`config.mk`:
```
export PLATFORM = sky130hd
export DESIGN_NAME = pc_sequencer
export DESIGN_NICKNAME = d
export VERILOG_FILES = /design/src/rtl/core_pkg.sv /design/src/rtl/pc_sequencer_step_sync.sv /design/src/rtl/pc_sequencer.sv
export SDC_FILE = /design/constraint.sdc
export NUM_CORES = 1
export LEC_CHECK = 0
export CAP_MARGIN = 20
export CORE_AREA = 2 2 61 69
export CTS_CLUSTER_SIZE = 10
export DETAILED_ROUTE_END_ITERATION = 10
export DIE_AREA = 0 0 63 71
export DONT_BUFFER_PORTS = 1
export PLACE_DENSITY = 0.8
export SYNTH_ARGS = -nofsm -noshare
export SYNTH_HDL_FRONTEND = slang
export SYNTH_SLANG_ARGS = --single-unit
```
`constraint.sdc`:
```
create_clock -name SYS_clk -period 5.3 [get_ports SYS_clk]
set_input_delay 1.06 -clock SYS_clk [delete_from_list [all_inputs] [get_ports SYS_clk]]
set_output_delay 1.06 -clock SYS_clk [all_outputs]
set_load 0.005 [all_outputs]
```
`src/rtl/core_pkg.sv`:
```
`default_nettype none
// ============================================================================
//  Module      : core_pkg
//  Description : Shared constants and types for the single-cycle core's PC
//                sequencer: FSM state encoding, reset/exception vectors and
//                the sequential PC increment.
//  Revision    : 1.0 - initial release
// ============================================================================
package core_pkg;

    // Sequencer FSM states. Encoding is visible on the board LEDs.
    typedef enum logic [2:0] {
        ST_IDLE = 3'd0,
        ST_RUN  = 3'd1,
        ST_STEP = 3'd2,
        ST_HALT = 3'd3
    } state_t;

    localparam logic [7:0]  c_RESET_PC   = 8'h00;
    localparam logic [7:0]  c_EXC_VECTOR = 8'h80;
    localparam int unsigned c_PC_INC     = 4;

endpackage : core_pkg
`default_nettype wire

```
`src/rtl/pc_sequencer_step_sync.sv`:
```
`default_nettype none
// ============================================================================
//  Module      : step_sync
//  Description : Brings the raw single-step button into the clock domain with
//                a two-flop synchronizer and produces a one-cycle pulse on
//                each rising edge of the synchronized level.
//  Ports       : clk_i   - clock, rising edge
//                rst_i   - asynchronous active-high reset
//                btn_i   - raw asynchronous button level
//                rise_o  - single-cycle pulse per press
//  Revision    : 1.0 - initial release
// ============================================================================
module step_sync (
    input  logic clk_i,
    input  logic rst_i,
    input  logic btn_i,
    output logic rise_o
);

    logic [1:0] sync_q;
    logic       prev_q;

    always_ff @(posedge clk_i or posedge rst_i) begin
        if (rst_i) begin
            sync_q <= 2'b00;
            prev_q <= 1'b0;
        end else begin
            sync_q <= {sync_q[0], btn_i};
            prev_q <= sync_q[1];
        end
    end

    // Holding the button keeps sync_q[1] high, so the pulse fires only once.
    assign rise_o = sync_q[1] & ~prev_q;

endmodule : step_sync
`default_nettype wire

```
`src/rtl/pc_sequencer.sv`:
```
`default_nettype none
// ============================================================================
//  Module      : pc_sequencer
//  Description : Program counter / exception PC owner for the single-cycle
//                core. Decides each cycle whether the instruction in flight
//                commits and computes the next PC. Adds run / single-step /
//                load / halt control for board-level operation.
//  Ports       : SYS_clk, SYS_reset (async, active-high)
//                SYS_load, SYS_pc_val   - forced PC load
//                run_en, step_btn       - free-run level / step button
//                branch_taken, branch_off, jump, jump_tgt - control flow
//                exception, halt_instr, exc_clr
//                pc, epc, commit_en, exc_pending, state, retired
//  Revision    : 1.0 - initial release
// ============================================================================
module pc_sequencer
    import core_pkg::*;
#(
    parameter int               PC_W       = 8,
    parameter logic [PC_W-1:0]  RESET_PC   = c_RESET_PC,
    parameter logic [PC_W-1:0]  EXC_VECTOR = c_EXC_VECTOR,
    parameter int               JT_W       = 6,
    parameter int               CNT_W      = 16
) (
    input  logic              SYS_clk,
    input  logic              SYS_reset,
    input  logic              SYS_load,
    input  logic [PC_W-1:0]   SYS_pc_val,
    input  logic              run_en,
    input  logic              step_btn,
    input  logic              branch_taken,
    input  logic [PC_W-1:0]   branch_off,
    input  logic              jump,
    input  logic [JT_W-1:0]   jump_tgt,
    input  logic              exception,
    input  logic              halt_instr,
    input  logic              exc_clr,
    output logic [PC_W-1:0]   pc,
    output logic [PC_W-1:0]   epc,
    output logic              commit_en,
    output logic              exc_pending,
    output logic [2:0]        state,
    output logic [CNT_W-1:0]  retired
);

    // ------------------------------------------------------------------
    // Registers
    // ------------------------------------------------------------------
    state_t             state_q,       state_d;
    logic [PC_W-1:0]    pc_q,          pc_d;
    logic [PC_W-1:0]    epc_q,         epc_d;
    logic               exc_pending_q, exc_pending_d;
    logic [CNT_W-1:0]   retired_q,     retired_d;

    // ------------------------------------------------------------------
    // Step button conditioning
    // ------------------------------------------------------------------
    logic w_step_rise;

    step_sync u_step_sync (
        .clk_i  (SYS_clk),
        .rst_i  (SYS_reset),
        .btn_i  (step_btn),
        .rise_o (w_step_rise)
    );

    // ------------------------------------------------------------------
    // Next-PC datapath
    // ------------------------------------------------------------------
    logic [PC_W-1:0] w_pc_plus4;
    logic [PC_W-1:0] w_br_off;
    logic [PC_W-1:0] w_next_pc;

    assign w_pc_plus4 = pc_q + PC_W'(c_PC_INC);
    // Word offset to byte offset; bits shifted past PC_W are discarded.
    assign w_br_off   = branch_off << 2;

    always_comb begin
        w_next_pc = w_pc_plus4;
        if (jump) begin
            // Jump keeps the region bits of pc+4 and replaces the low field.
            w_next_pc = {w_pc_plus4[PC_W-1:JT_W], jump_tgt};
        end else if (branch_taken) begin
            w_next_pc = w_pc_plus4 + w_br_off;
        end
    end

    // ------------------------------------------------------------------
    // Commit decision
    // ------------------------------------------------------------------
    logic w_act;

    assign w_act     = (state_q == ST_RUN) || (state_q == ST_STEP);
    // SYS_reset is included so commit drops the instant reset is applied,
    // independent of how fast the state flops clear.
    assign commit_en = w_act && !exception && !SYS_load && !halt_instr
                       && !SYS_reset;

    // ------------------------------------------------------------------
    // FSM next-state / register update
    // ------------------------------------------------------------------
    always_comb begin
        state_d       = state_q;
        pc_d          = pc_q;
        epc_d         = epc_q;
        retired_d     = retired_q;
        exc_pending_d = exc_clr ? 1'b0 : exc_pending_q;

        if (SYS_load) begin
            pc_d    = SYS_pc_val;
            state_d = ST_IDLE;
        end else if (w_act && exception) begin
            // Setting the flag overrides a simultaneous exc_clr.
            epc_d         = pc_q;
            pc_d          = EXC_VECTOR;
            exc_pending_d = 1'b1;
            state_d       = ((state_q == ST_RUN) && run_en) ? ST_RUN : ST_IDLE;
        end else if (w_act && halt_instr) begin
            state_d = ST_HALT;
        end else if (w_act) begin
            pc_d      = w_next_pc;
            retired_d = retired_q + CNT_W'(1);
            state_d   = ((state_q == ST_RUN) && run_en) ? ST_RUN : ST_IDLE;
        end else begin
            case (state_q)
                ST_IDLE: begin
                    if (run_en) begin
                        state_d = ST_RUN;
                    end else if (w_step_rise) begin
                        state_d = ST_STEP;
                    end
                end
                default: state_d = state_q;
            endcase
        end
    end

    always_ff @(posedge SYS_clk or posedge SYS_reset) begin
        if (SYS_reset) begin
            state_q       <= ST_IDLE;
            pc_q          <= RESET_PC;
            epc_q         <= '0;
            exc_pending_q <= 1'b0;
            retired_q     <= '0;
        end else begin
            state_q       <= state_d;
            pc_q          <= pc_d;
            epc_q         <= epc_d;
            exc_pending_q <= exc_pending_d;
            retired_q     <= retired_d;
        end
    end

    // ------------------------------------------------------------------
    // Outputs
    // ------------------------------------------------------------------
    assign pc          = pc_q;
    assign epc         = epc_q;
    assign exc_pending = exc_pending_q;
    assign state       = state_q;
    assign retired     = retired_q;

endmodule : pc_sequencer
`default_nettype wire
```
==> impl_results.md, run 1 <==
- Library cell used as clock root buffer: sky130_fd_sc_hd__clkbuf_8
- Synthesized instance count: 200
- Data required, critical path: 4.24 ns
- Most area-consuming cells after synthesis: sky130_fd_sc_hd__dfrtp_1 46%, sky130_fd_sc_hd__xnor2_1 6.4%, sky130_fd_sc_hd__ha_1 5.5%, sky130_fd_sc_hd__mux2_2 3.3%, sky130_fd_sc_hd__nor2_1 3.1%
- Commonest cells after routing, fill and taps aside: 38 x sky130_fd_sc_hd__dfrtp_1, 17 x sky130_fd_sc_hd__nor2_1, 15 x sky130_fd_sc_hd__xnor2_1
- Worst slew margin: 0.5768
- Crit-path cells: inv_1 > ha_1 > nand2b_2 > or3_1 > nor2_1
- Starting density of the core: 0.5397
- Classification of the worst-slack hold path: register to register
- Latest clock arrival within the worst-skew pair: 0.28 ns
- Largest buffer count on any clock path: 2
- Clock period minus worst slack: 3.109 ns
- Synth Register Bits: 38
- Max-slew violation count: 0
- DRC marker count from the first detailed-route iteration: 118
- Xor-xnor portion of the synthesized cell area: 0.08936
- Simple-gate area share of the yosys netlist: 0.1739
- Setup slack of the most critical reg-to-reg path: 2.79 ns
- Maximum level of the CTS H-tree: 2
- Total power density per cell area: 408.8 mW/mm2
- Total CTS buffers: 5
- Cts-stage hold buffer count: 0
- Post-synthesis cell type with the largest combined area: sky130_fd_sc_hd__dfrtp_1
- Number of gates resized after cts: 0
- Endpoints failing setup: 0
- Routed length per placed instance: 15.98 um
- Wire length of the first global-routing pass: 6.706 mm
- CTS Sinks: 38
- Average cell area after synthesis: 10.29 um2
- RSZ-0062 raised after global routing: false
- Post-synth net total: 242
- Worst Hold Launch: u_step_sync.sync_q[0]$_DFF_PP0_
- WL final: 4.075 mm
- Critical path type: register to output pin
- Fill cell total of the finished layout: 340
- Worst reg-to-reg path cell count: 11
- Number of buffers inserted to repair setup after CTS: 0
- Main combinational cell family by area after synthesis: simple AND/OR/NAND/NOR gates
- Net count, final: 244
- Die footprint: 0.004473 mm2
- Maximum ir drop on the vdd rail: 0.1795 mV
- Post-synthesis compound-gate area fraction: 0.1271
- DRT antenna net count: 0
- Count of endpoints failing hold in the final timing report: 0
- Synth Cell Area: 0.002058 mm2
- Highest Clock Rate: 321.6 MHz
- Detailed Place HPWL: 3.113 mm
- Run status: finished clean
- Final instance count without filler cells: 255
- Core Footprint: 0.003814 mm2
- Lkg Pwr: 1.028 nW
- Crit-path max cell delay: 0.54 ns
- Proportion of netlist area held by the largest area contributor: 0.4620
- Final setup skew: 0.004890 ns
- Fraction of layout instances using a drive strength above 1: 0.1084
- Number of buffer cells added on primary ports: 0
- Row cnt: 24
- Yosys warning total: 0
- Standard cell with the maximum stage delay on the critical path: sky130_fd_sc_hd__or3_1
- Transition time of the tightest slew-check pin: 0.6348 ns
- Total via count after detailed routing: 1433
- Startpoint type of the worst setup path: register
- Sum of overflow across all layers after global routing: 0
- Drt pass-1 iters: 4
- Clock tree from TritonCTS: done
- Hold path cells: 0
- Ant diodes: 0
- Hold endpoint: u_step_sync.sync_q[1]$_DFF_PP0_
- Startpoint of the worst-slack reg-to-reg timing path: pc[2]$_DFFE_PP0P_
- Summed negative setup slack over all endpoints: 0 ns
- Pin count of the biggest net entering global routing: 39
- Ports: 69
- Post-synth cell types: 42
- Number of antenna violations at the first check in global routing: 0
- Chip Height: 71 um
- Post-synthesis sequential area ratio: 0.4620
- Number of design rule violations left after detail routing: 0
- Most common cell after layout, fill and taps aside: sky130_fd_sc_hd__dfrtp_1
- End of the worst register-to-register path: pc[7]$_DFFE_PP0P_
- Die boundary width: 63 um
- Number of global-route vias before repair: 1407
- Max-cap viol count: 0
- Crit path DAT: 2.05 ns
- Clock-pin slew on the worst setup and hold paths: 0.07 ns
- Share of synthesized area spent on multiplexers: 0.04255
- GPL Wtd Cong: 0.6939
- Arithmetic-cell share of the synthesized area counting full adders, half adders and majority gates: 0.06444
- Type of element capturing the critical path: output pin
- Final period util: 0.5867
- Synthesis-to-layout area growth: 6.262%
- Critical-path maximum fanout: 10
- Global-route usage over all layers: 0.1918
- Drt via density: 5.620
- Post-placement cell count: 247
state kept, by name, summed over array words and instances, names as in the netlist:
register            flops
epc                     8
state                   2
exc_pending             1
retired                16
u_step_sync.prev_q      1
pc                      8
u_step_sync.sync_q      2
worst max-delay path, delay by kind of cell, from the launching register on:
family | cells | cell delay, ns
flip-flops | 1 | 0.40
AND/OR/NAND/NOR | 3 | 0.86
adder cells (fa/ha/maj) | 1 | 0.43
buffers and inverters | 1 | 0.07
power breakdown:
| part | switching (mW) | internal [mW] |
|---|---|---|
| Combinational | 0.143 | 0.125 |
| Clock | 0.0922 | 0.105 |
| Sequential | 0.0719 | 0.357 |
layer usage:
metal | vias to the layer above | wire length, um | global-route usage
met4 | 0 | 61 | 0.07407
met3 | 6 | 377 | 0.07631
met1 | 671 | 1630 | 0.2141
li1 | 701 | - | -
met2 | 55 | 2006 | 0.3286
met5 | - | 0 | 0
synthesized netlist by cell type:
master / count
sky130_fd_sc_hd__a211oi_1: 4
sky130_fd_sc_hd__a21o_1: 5
sky130_fd_sc_hd__a21oi_1: 10
sky130_fd_sc_hd__a22oi_1: 6
sky130_fd_sc_hd__a32oi_1: 1
sky130_fd_sc_hd__and3_1: 5
sky130_fd_sc_hd__buf_2: 1
sky130_fd_sc_hd__buf_4: 1
sky130_fd_sc_hd__buf_6: 1
sky130_fd_sc_hd__clkbuf_1: 3
sky130_fd_sc_hd__conb_1: 1
sky130_fd_sc_hd__dfrtp_1: 38
sky130_fd_sc_hd__fa_1: 1
sky130_fd_sc_hd__ha_1: 9
sky130_fd_sc_hd__inv_1: 12
sky130_fd_sc_hd__mux2_2: 6
sky130_fd_sc_hd__mux2i_1: 2
sky130_fd_sc_hd__nand2_1: 12
sky130_fd_sc_hd__nand2_4: 1
sky130_fd_sc_hd__nand2b_1: 1
sky130_fd_sc_hd__nand2b_2: 1
sky130_fd_sc_hd__nand3_1: 8
sky130_fd_sc_hd__nand3_2: 2
sky130_fd_sc_hd__nand3b_1: 2
sky130_fd_sc_hd__nand4_1: 2
sky130_fd_sc_hd__nand4b_1: 2
sky130_fd_sc_hd__nor2_1: 17
sky130_fd_sc_hd__nor2_4: 1
sky130_fd_sc_hd__nor2_8: 1
sky130_fd_sc_hd__nor2b_1: 2
sky130_fd_sc_hd__nor2b_2: 1
sky130_fd_sc_hd__nor3_1: 1
sky130_fd_sc_hd__nor3_2: 1
sky130_fd_sc_hd__o211a_1: 1
sky130_fd_sc_hd__o211ai_1: 1
sky130_fd_sc_hd__o21ai_0: 10
sky130_fd_sc_hd__o22ai_1: 1
sky130_fd_sc_hd__o311ai_0: 1
sky130_fd_sc_hd__o31ai_1: 1
sky130_fd_sc_hd__or3_1: 3
sky130_fd_sc_hd__xnor2_1: 15
sky130_fd_sc_hd__xor2_1: 6
worst max-delay path by stage:
stage / start / cells after the start / to / slack [ns]
2_1_floorplan: exception / 4 / commit_en / 2.44
3_3_place_gp: exception / 3 / commit_en / 2.24
3_5_place_dp: exception / 3 / commit_en / 2.24
4_1_cts: state[0]$_DFFE_PP0P_ / 5 / commit_en / 2.16
5_1_grt: state[0]$_DFFE_PP0P_ / 5 / commit_en / 2.06
6_report: state[0]$_DFFE_PP0P_ / 5 / commit_en / 2.19
cell type report:
| class | instances | area (um2) | area share |
|---|---|---|---|
| inverters | 12 | 45.04 | 0.02059 |
| clock buffers | 7 | 86.33 | 0.03947 |
| multi-input cells | 144 | 1027 | 0.4697 |
| flip-flops and latches | 38 | 950.9 | 0.4348 |
| clock inverters | 1 | 5.005 | 0.002288 |
| repair buffers | 1 | 7.507 | 0.003432 |
| well taps | 52 | 65.06 | 0.02975 |
cell families after synthesis:
kind of cell	after synthesis
buffers and inverters	18
flip-flops	38
XOR/XNOR	21
multiplexers	8
adder cells (fa/ha/maj)	10
AO/OA/AOI/OAI	41
other	1
AND/OR/NAND/NOR	63
through the flow:
| stage | setup WS (ns) | utilization | hold WS [ns] | instance area (um2) | power (mW) |
|---|---|---|---|---|---|
| floorplan | 2.435 | - | 0.3312 | 2058 | 0.6461 |
| global placement | 2.238 | 0.5495 | 0.3331 | 2096 | 0.6918 |
| detailed placement | 2.236 | 0.5495 | 0.3451 | 2096 | 0.7075 |
| CTS | 2.163 | 0.5735 | 0.3624 | 2187 | 0.9081 |
| global route | 2.062 | 0.5735 | 0.3857 | 2187 | 0.9571 |
| finish | 2.191 | 0.5735 | 0.3637 | 2187 | 0.8940 |
(Power assumes the default switching activity.)
==> run 2, diff against run 1 <==
Settings changed: PLACE_DENSITY 0.8 to 0.83.
Clock period 5.3 ns to 2.59 ns, I/O delays scaled along.
==> run 2 against run 1 <==
Global-route usage grew 1.3 points; die area stayed put; via count rose by 2.2%; clock-buffer cell count is the same; sequential power grew 100%; highest routed layer unchanged.
==> impl_results.md, run 2 (synthesis gave the netlist of run 1 again) <==
- Data required, critical path: 2.77 ns (-1.47 ns)
- Number of design rule violations left after detail routing: 0 (unchanged)
- Summed negative setup slack over all endpoints: 0 ns (unchanged)
- Wire length of the first global-routing pass: 7.038 mm (+5.0%)
- Die boundary width: 63 um (unchanged)
- Ant diodes: 0 (unchanged)
- Buf/Inv on CP: 1 (unchanged)
- Final worst hold slack: 0.2247 ns (-0.1389 ns)
- CTS Sinks: 38 (unchanged)
- Clock tree from TritonCTS: done
- DRC marker count from the first detailed-route iteration: 114 (-3.4%)
- WL final: 4.191 mm (+2.8%)
- Classification of the worst-slack hold path: primary input to asynchronous set/reset pin
- Drt pass-1 iters: 6 (+2)
- Net count, final: 249 (+2.0%)
- Die footprint: 0.004473 mm2 (unchanged)
- Number of buffer cells added on primary ports: 0 (unchanged)
- Transition time of the tightest slew-check pin: 0.6694 ns (+0.03460 ns)
- Cell type group with the largest total delay on the critical path: simple AND/OR/NAND/NOR gates
- Crit-path max cell delay: 0.39 ns (-0.15 ns)
- Synthesis-to-layout area growth: 8.450%
- Routed length per placed instance: 16.18 um (+1.3%)
- Endpoints failing setup: 0 (unchanged)
- Standard cell with the maximum stage delay on the critical path: sky130_fd_sc_hd__dfrtp_1
- PnR Total Power: 1.841 mW (+110%)
- Ports: 69 (unchanged)
- Maximum ir drop on the vdd rail: 0.3465 mV (+93%)
- Run status: finished clean
- Critical path type: register to register
- Largest buffer count on any clock path: 2 (unchanged)
- Max-slew violation count: 0 (unchanged)
- Core Footprint: 0.003814 mm2 (unchanged)
- Clock-pin slew on the worst setup and hold paths: 0.07 ns (about the same)
- Lkg Pwr: 1.057 nW (+2.8%)
- Drt via density: 5.653 (+0.59%)
- Latest clock arrival within the worst-skew pair: 0.29 ns (about the same)
- Total CTS buffers: 5 (unchanged)
- Library cell used as clock root buffer: sky130_fd_sc_hd__clkbuf_8
- Max-cap viol count: 0 (unchanged)
- Chip Height: 71 um (unchanged)
- Fill cell total of the finished layout: 335 (-1.5%)
- Cts-stage hold buffer count: 0 (unchanged)
- Crit path DAT: 2.60 ns (+0.55 ns)
- Worst Slack Setup Final: 0.1660 ns (-2.025 ns)
- Total via count after detailed routing: 1464 (+2.2%)
- Most common cell after layout, fill and taps aside: sky130_fd_sc_hd__dfrtp_1
- Row cnt: 24 (unchanged)
- Crit-path cells: buf_4 > nand3_2 > xnor2_2 > ha_1 > o21ai_0 > nor2_1 > nand4b_1 > o211a_1 > xnor2_1 > or3_1 > and3_1
- Critical-path maximum fanout: 4 (-6)
- Number of global-route vias before repair: 1427 (+1.4%)
- Final setup skew: 0.005706 ns (+0.0008161 ns)
- Type of element capturing the critical path: register
- Commonest cells after routing, fill and taps aside: 38 x sky130_fd_sc_hd__dfrtp_1, 17 x sky130_fd_sc_hd__nor2_1, 13 x sky130_fd_sc_hd__xnor2_1
- DRT antenna net count: 0 (unchanged)
- Pin count of the biggest net entering global routing: 39 (unchanged)
- Detailed Place HPWL: 3.159 mm (+1.5%)
- Starting density of the core: 0.5397 (unchanged)
- GPL Wtd Cong: 0.7078 (+2.0%)
- Total power density per cell area: 824.6 mW/mm2 (+100%)
- Setup slack after placement: 0.1597 ns (-2.076 ns)
- Sum of overflow across all layers after global routing: 0 (unchanged)
- Maximum level of the CTS H-tree: 2 (unchanged)
- Worst slew margin: 0.5538 (-0.02307)
- Clock period minus worst slack: 2.424 ns
- Fraction of layout instances using a drive strength above 1: 0.1401 (+0.03172)
- Startpoint type of the worst setup path: register
- Count of endpoints failing hold in the final timing report: 0 (unchanged)
- Number of flip-flops in the largest register: 16 (unchanged)
- Highest Clock Rate: 412.5 MHz
- Final period util: 0.9359
- Setup slack of the most critical reg-to-reg path: 0.17 ns (-2.62 ns)
- Global-route usage over all layers: 0.2044 (+0.01262)
- Number of antenna violations at the first check in global routing: 0 (unchanged)
run 2: cell count changes in the layout (fill, tap and decap cells not counted), sizes merged:
cell / before / now
buf: 1 / 6
clkinv: 1 / 0
run 2: timing repair:
action | CTS | global route
resized for setup | 0 | 4
setup buffers | 0 | 1
setup endpoints to repair | 0 | 1
run 2: final timing paths:
kind                                                 startpoint                         endpoint  depth (start not counted)
worst min register to register  u_step_sync.sync_q[0]$_DFF_PP0_  u_step_sync.sync_q[1]$_DFF_PP0_                          0
min in group SYS_clk                                   step_btn  u_step_sync.sync_q[0]$_DFF_PP0_                          0
worst max-delay path                          pc[2]$_DFFE_PP0P_                pc[7]$_DFFE_PP0P_                         11
worst min-delay path                                  SYS_reset               epc[5]$_DFFE_PP0P_                          2
max in group asynchronous                             SYS_reset                pc[0]$_DFFE_PP0P_                          2
worst max register to register                pc[2]$_DFFE_PP0P_                pc[7]$_DFFE_PP0P_                         11
run 2: stage by stage:
step	util	instances	cell area [um2]
floorplan	-	200	2058
global placement	0.5574	251	2126
detailed placement	0.5574	251	2126
CTS	0.5774	258	2202
global route	0.5853	259	2232
finish	0.5853	259	2232
run 2: area by class of cell:
cell class / count / area (um2) / share of cell area
inverter: 12 / 45.04 / 0.02018
tap: 52 / 65.06 / 0.02915
timing repair buffer: 6 / 45.04 / 0.02018
clock buffer: 7 / 76.32 / 0.03419
sequential: 38 / 950.9 / 0.4260
multi-input combinational: 144 / 1050 / 0.4703
run 2: metal layers:
metal | part of all wire | vias up | GRT usage
met1 | 0.36 | 691 | 0.2296
met5 | 0 | - | 0
met2 | 0.52 | 60 | 0.3404
li1 | - | 705 | -
met3 | 0.11 | 8 | 0.07631
met4 | 0.022 | 0 | 0.1037
run 2: where the power goes:
| part | internal (mW) | total (mW) | switching [mW] | leakage, nW |
|---|---|---|---|---|
| combinational | 0.291 | 0.600 | 0.308 | 0.538 |
| clock | 0.185 | 0.367 | 0.182 | 0.0383 |
| sequential | 0.730 | 0.874 | 0.143 | 0.480 |
| total | 1.21 | 1.84 | 0.634 | 1.06 |
==> run 3, diff against run 2 <==
Settings changed: CTS_BUF_LIST set to sky130_fd_sc_hd__clkbuf_4 sky130_fd_sc_hd__clkbuf_8.
==> run 3 against run 2 <==
Clock-buffer cell count is the same; die area stayed put; clock skew is essentially flat; register-to-register slack about the same; critical path depth unchanged; highest routed layer unchanged.
==> impl_results.md, run 3 (synthesis gave the netlist of run 1 again) <==
- Routed length per placed instance: 16.42 um (+1.5%)
- Synthesis-to-layout area growth: 8.815%
- Net count, final: 249 (unchanged)
- Worst reg-to-reg path cell count: 11 (unchanged)
- Critical path type: register to register
- Critical-path maximum fanout: 4 (unchanged)
- Cell type group with the largest total delay on the critical path: simple AND/OR/NAND/NOR gates
- Number of antenna violations at the first check in global routing: 0 (unchanged)
- Total via count after detailed routing: 1468 (+0.27%)
- Ports: 69 (unchanged)
- Cts-stage hold buffer count: 0 (unchanged)
- Clock period minus worst slack: 2.438 ns (+0.01382 ns)
- Drt pass-1 iters: 2 (-4)
- WL final: 4.254 mm (+1.5%)
- Fraction of layout instances using a drive strength above 1: 0.1498 (+0.009662)
- Run status: finished clean
- Maximum level of the CTS H-tree: 2 (unchanged)
- Crit-path cells: buf_4 > nand3_2 > xnor2_2 > ha_1 > o21ai_0 > nor2_1 > nand4b_1 > o211a_1 > xnor2_1 > or3_1 > and3_1
- Routed length on met2: 2.177 mm (+0.65%)
- Most common cell after layout, fill and taps aside: sky130_fd_sc_hd__dfrtp_1
- Lkg Pwr: 1.063 nW (+0.65%)
- Clock tree from TritonCTS: done
- Final worst hold slack: 0.2265 ns (+0.001714 ns)
- Fill cell total of the finished layout: 334 (-0.30%)
- Commonest cells after routing, fill and taps aside: 38 x sky130_fd_sc_hd__dfrtp_1, 17 x sky130_fd_sc_hd__nor2_1, 13 x sky130_fd_sc_hd__xnor2_1
- Core Footprint: 0.003814 mm2 (unchanged)
- Max-slew violation count: 0 (unchanged)
- Setup slack after placement: 0.1597 ns (unchanged)
- Total power density per cell area: 833.0 mW/mm2 (+1.0%)
- Startpoint type of the worst setup path: register
- Latest clock arrival within the worst-skew pair: 0.29 ns (about the same)
- Final period util: 0.9412 (+0.005337)
- Data required, critical path: 2.77 ns (about the same)
- Detailed Place HPWL: 3.159 mm (unchanged)
- Worst slew margin: 0.5632 (+0.009481)
- Global-route usage over all layers: 0.2037 (-0.0006814)
- Endpoints failing setup: 0 (unchanged)
- Final setup skew: 0.005537 ns (-0.0001693 ns)
- Pin count of the biggest net entering global routing: 39 (unchanged)
- DRC marker count from the first detailed-route iteration: 74 (-35%)
- Startpoint of the worst-slack reg-to-reg timing path: pc[2]$_DFFE_PP0P_
- Die boundary width: 63 um (unchanged)
- Transition time of the tightest slew-check pin: 0.6552 ns (-0.01422 ns)
- Type of element capturing the critical path: register
- Total CTS buffers: 5 (unchanged)
- Worst Slack Setup Final: 0.1522 ns (-0.01382 ns)
- GPL Wtd Cong: 0.7078 (unchanged)
- Highest Signal Layer: met4
- Max-cap viol count: 0 (unchanged)
- DRT antenna net count: 0 (unchanged)
- Setup slack of the most critical reg-to-reg path: 0.15 ns (about the same)
- End of the worst register-to-register path: pc[7]$_DFFE_PP0P_
- Number of buffer cells added on primary ports: 0 (unchanged)
- Maximum ir drop on the vdd rail: 0.3469 mV (+0.11%)
- Met3 wirelength from detailed routing: 445 um (unchanged)
- Cell Area, Placed: 0.002126 mm2 (unchanged)
- Highest Clock Rate: 410.2 MHz (-0.57%)
- Wire length of the first global-routing pass: 7.003 mm (-0.50%)
- Starting density of the core: 0.5397 (unchanged)
- Number of flip-flops in the largest register: 16 (unchanged)
- Sum of overflow across all layers after global routing: 0 (unchanged)
- Final non-filler cell area: 0.002240 mm2 (+0.34%)
- Clock-pin slew on the worst setup and hold paths: 0.07 ns (about the same)
- Count of endpoints failing hold in the final timing report: 0 (unchanged)
- CTS Sinks: 38 (unchanged)
- Summed negative setup slack over all endpoints: 0 ns (unchanged)
- Row cnt: 24 (unchanged)
- Die footprint: 0.004473 mm2 (unchanged)
- Chip Height: 71 um (unchanged)
- Drt via density: 5.668 (+0.27%)
- Classification of the worst-slack hold path: primary input to asynchronous set/reset pin
- Crit path DAT: 2.62 ns (+0.02 ns)
- Largest buffer count on any clock path: 2 (unchanged)
- Crit-path max cell delay: 0.39 ns (about the same)
- Number of global-route vias before repair: 1426 (-0.070%)
- Number of design rule violations left after detail routing: 0 (unchanged)
- Ant diodes: 0 (unchanged)
- Library cell used as clock root buffer: sky130_fd_sc_hd__clkbuf_8
- Buf/Inv on CP: 1 (unchanged)
- Standard cell with the maximum stage delay on the critical path: sky130_fd_sc_hd__dfrtp_1
- Met1 layer wirelength in the final routing: 1.547 mm (+3.8%)
run 3: cell counts in the layout (fill, tap and decap cells not counted):
Identical to the previous run, type by type.
run 3: layer usage:
| metal | up-vias | global-route usage |
|---|---|---|
| met3 | 7 | 0.07631 |
| met1 | 694 | 0.2285 |
| li1 | 706 | - |
| met2 | 61 | 0.3392 |
| met4 | 0 | 0.1037 |
| met5 | - | 0 |
run 3: worst max-delay path by stage:
stage,from,end,slack [ns],cells past startpoint
after floorplan,pc[2]$_DFFE_PP0P_,pc[7]$_DFFE_PP0P_,0.30,8
after global placement,pc[2]$_DFFE_PP0P_,pc[7]$_DFFE_PP0P_,0.24,11
after detailed placement,pc[2]$_DFFE_PP0P_,pc[7]$_DFFE_PP0P_,0.16,11
after CTS,state[1]$_DFFE_PP0P_,commit_en,0.13,5
after global routing,pc[2]$_DFFE_PP0P_,pc[7]$_DFFE_PP0P_,-0.008,11
final,pc[2]$_DFFE_PP0P_,pc[7]$_DFFE_PP0P_,0.15,11
run 3: final cells by class:
cell class / instances / area, um2 / area share
multi-input cells: 144 / 1050 / 0.4687
flip-flops and latches: 38 / 950.9 / 0.4246
clock buffers: 7 / 83.83 / 0.03743
well taps: 52 / 65.06 / 0.02905
repair buffers: 6 / 45.04 / 0.02011
inverters: 12 / 45.04 / 0.02011
run 3: power by group:
group	switching [mW]	leakage, nW	internal, mW
registers	0.143	0.480	0.730
logic	0.310	0.538	0.291
clock network	0.185	0.0452	0.206
run 3: timing repair:
action,CTS,global route
buffers inserted,0,1
gates resized for setup,0,4
endpoints found under the setup margin,0,1
run 3: worst reg2reg max path, cell delays in order, from the launching register on:
cell	delay [ns]
sky130_fd_sc_hd__dfrtp_1	0.39
sky130_fd_sc_hd__buf_4	0.16
sky130_fd_sc_hd__nand3_2	0.12
sky130_fd_sc_hd__xnor2_2	0.18
sky130_fd_sc_hd__ha_1	0.32
sky130_fd_sc_hd__o21ai_0	0.10
sky130_fd_sc_hd__nor2_1	0.20
sky130_fd_sc_hd__nand4b_1	0.11
sky130_fd_sc_hd__o211a_1	0.15
sky130_fd_sc_hd__xnor2_1	0.14
sky130_fd_sc_hd__or3_1	0.30
sky130_fd_sc_hd__and3_1	0.16
run 3: through the flow:
| step | std cells | util | power, mW |
|---|---|---|---|
| after floorplan | 200 | - | 1.322 |
| after global placement | 251 | 0.5574 | 1.446 |
| after detailed placement | 251 | 0.5574 | 1.477 |
| after CTS | 258 | 0.5794 | 1.868 |
| after global routing | 259 | 0.5873 | 2.002 |
| final | 259 | 0.5873 | 1.866 |
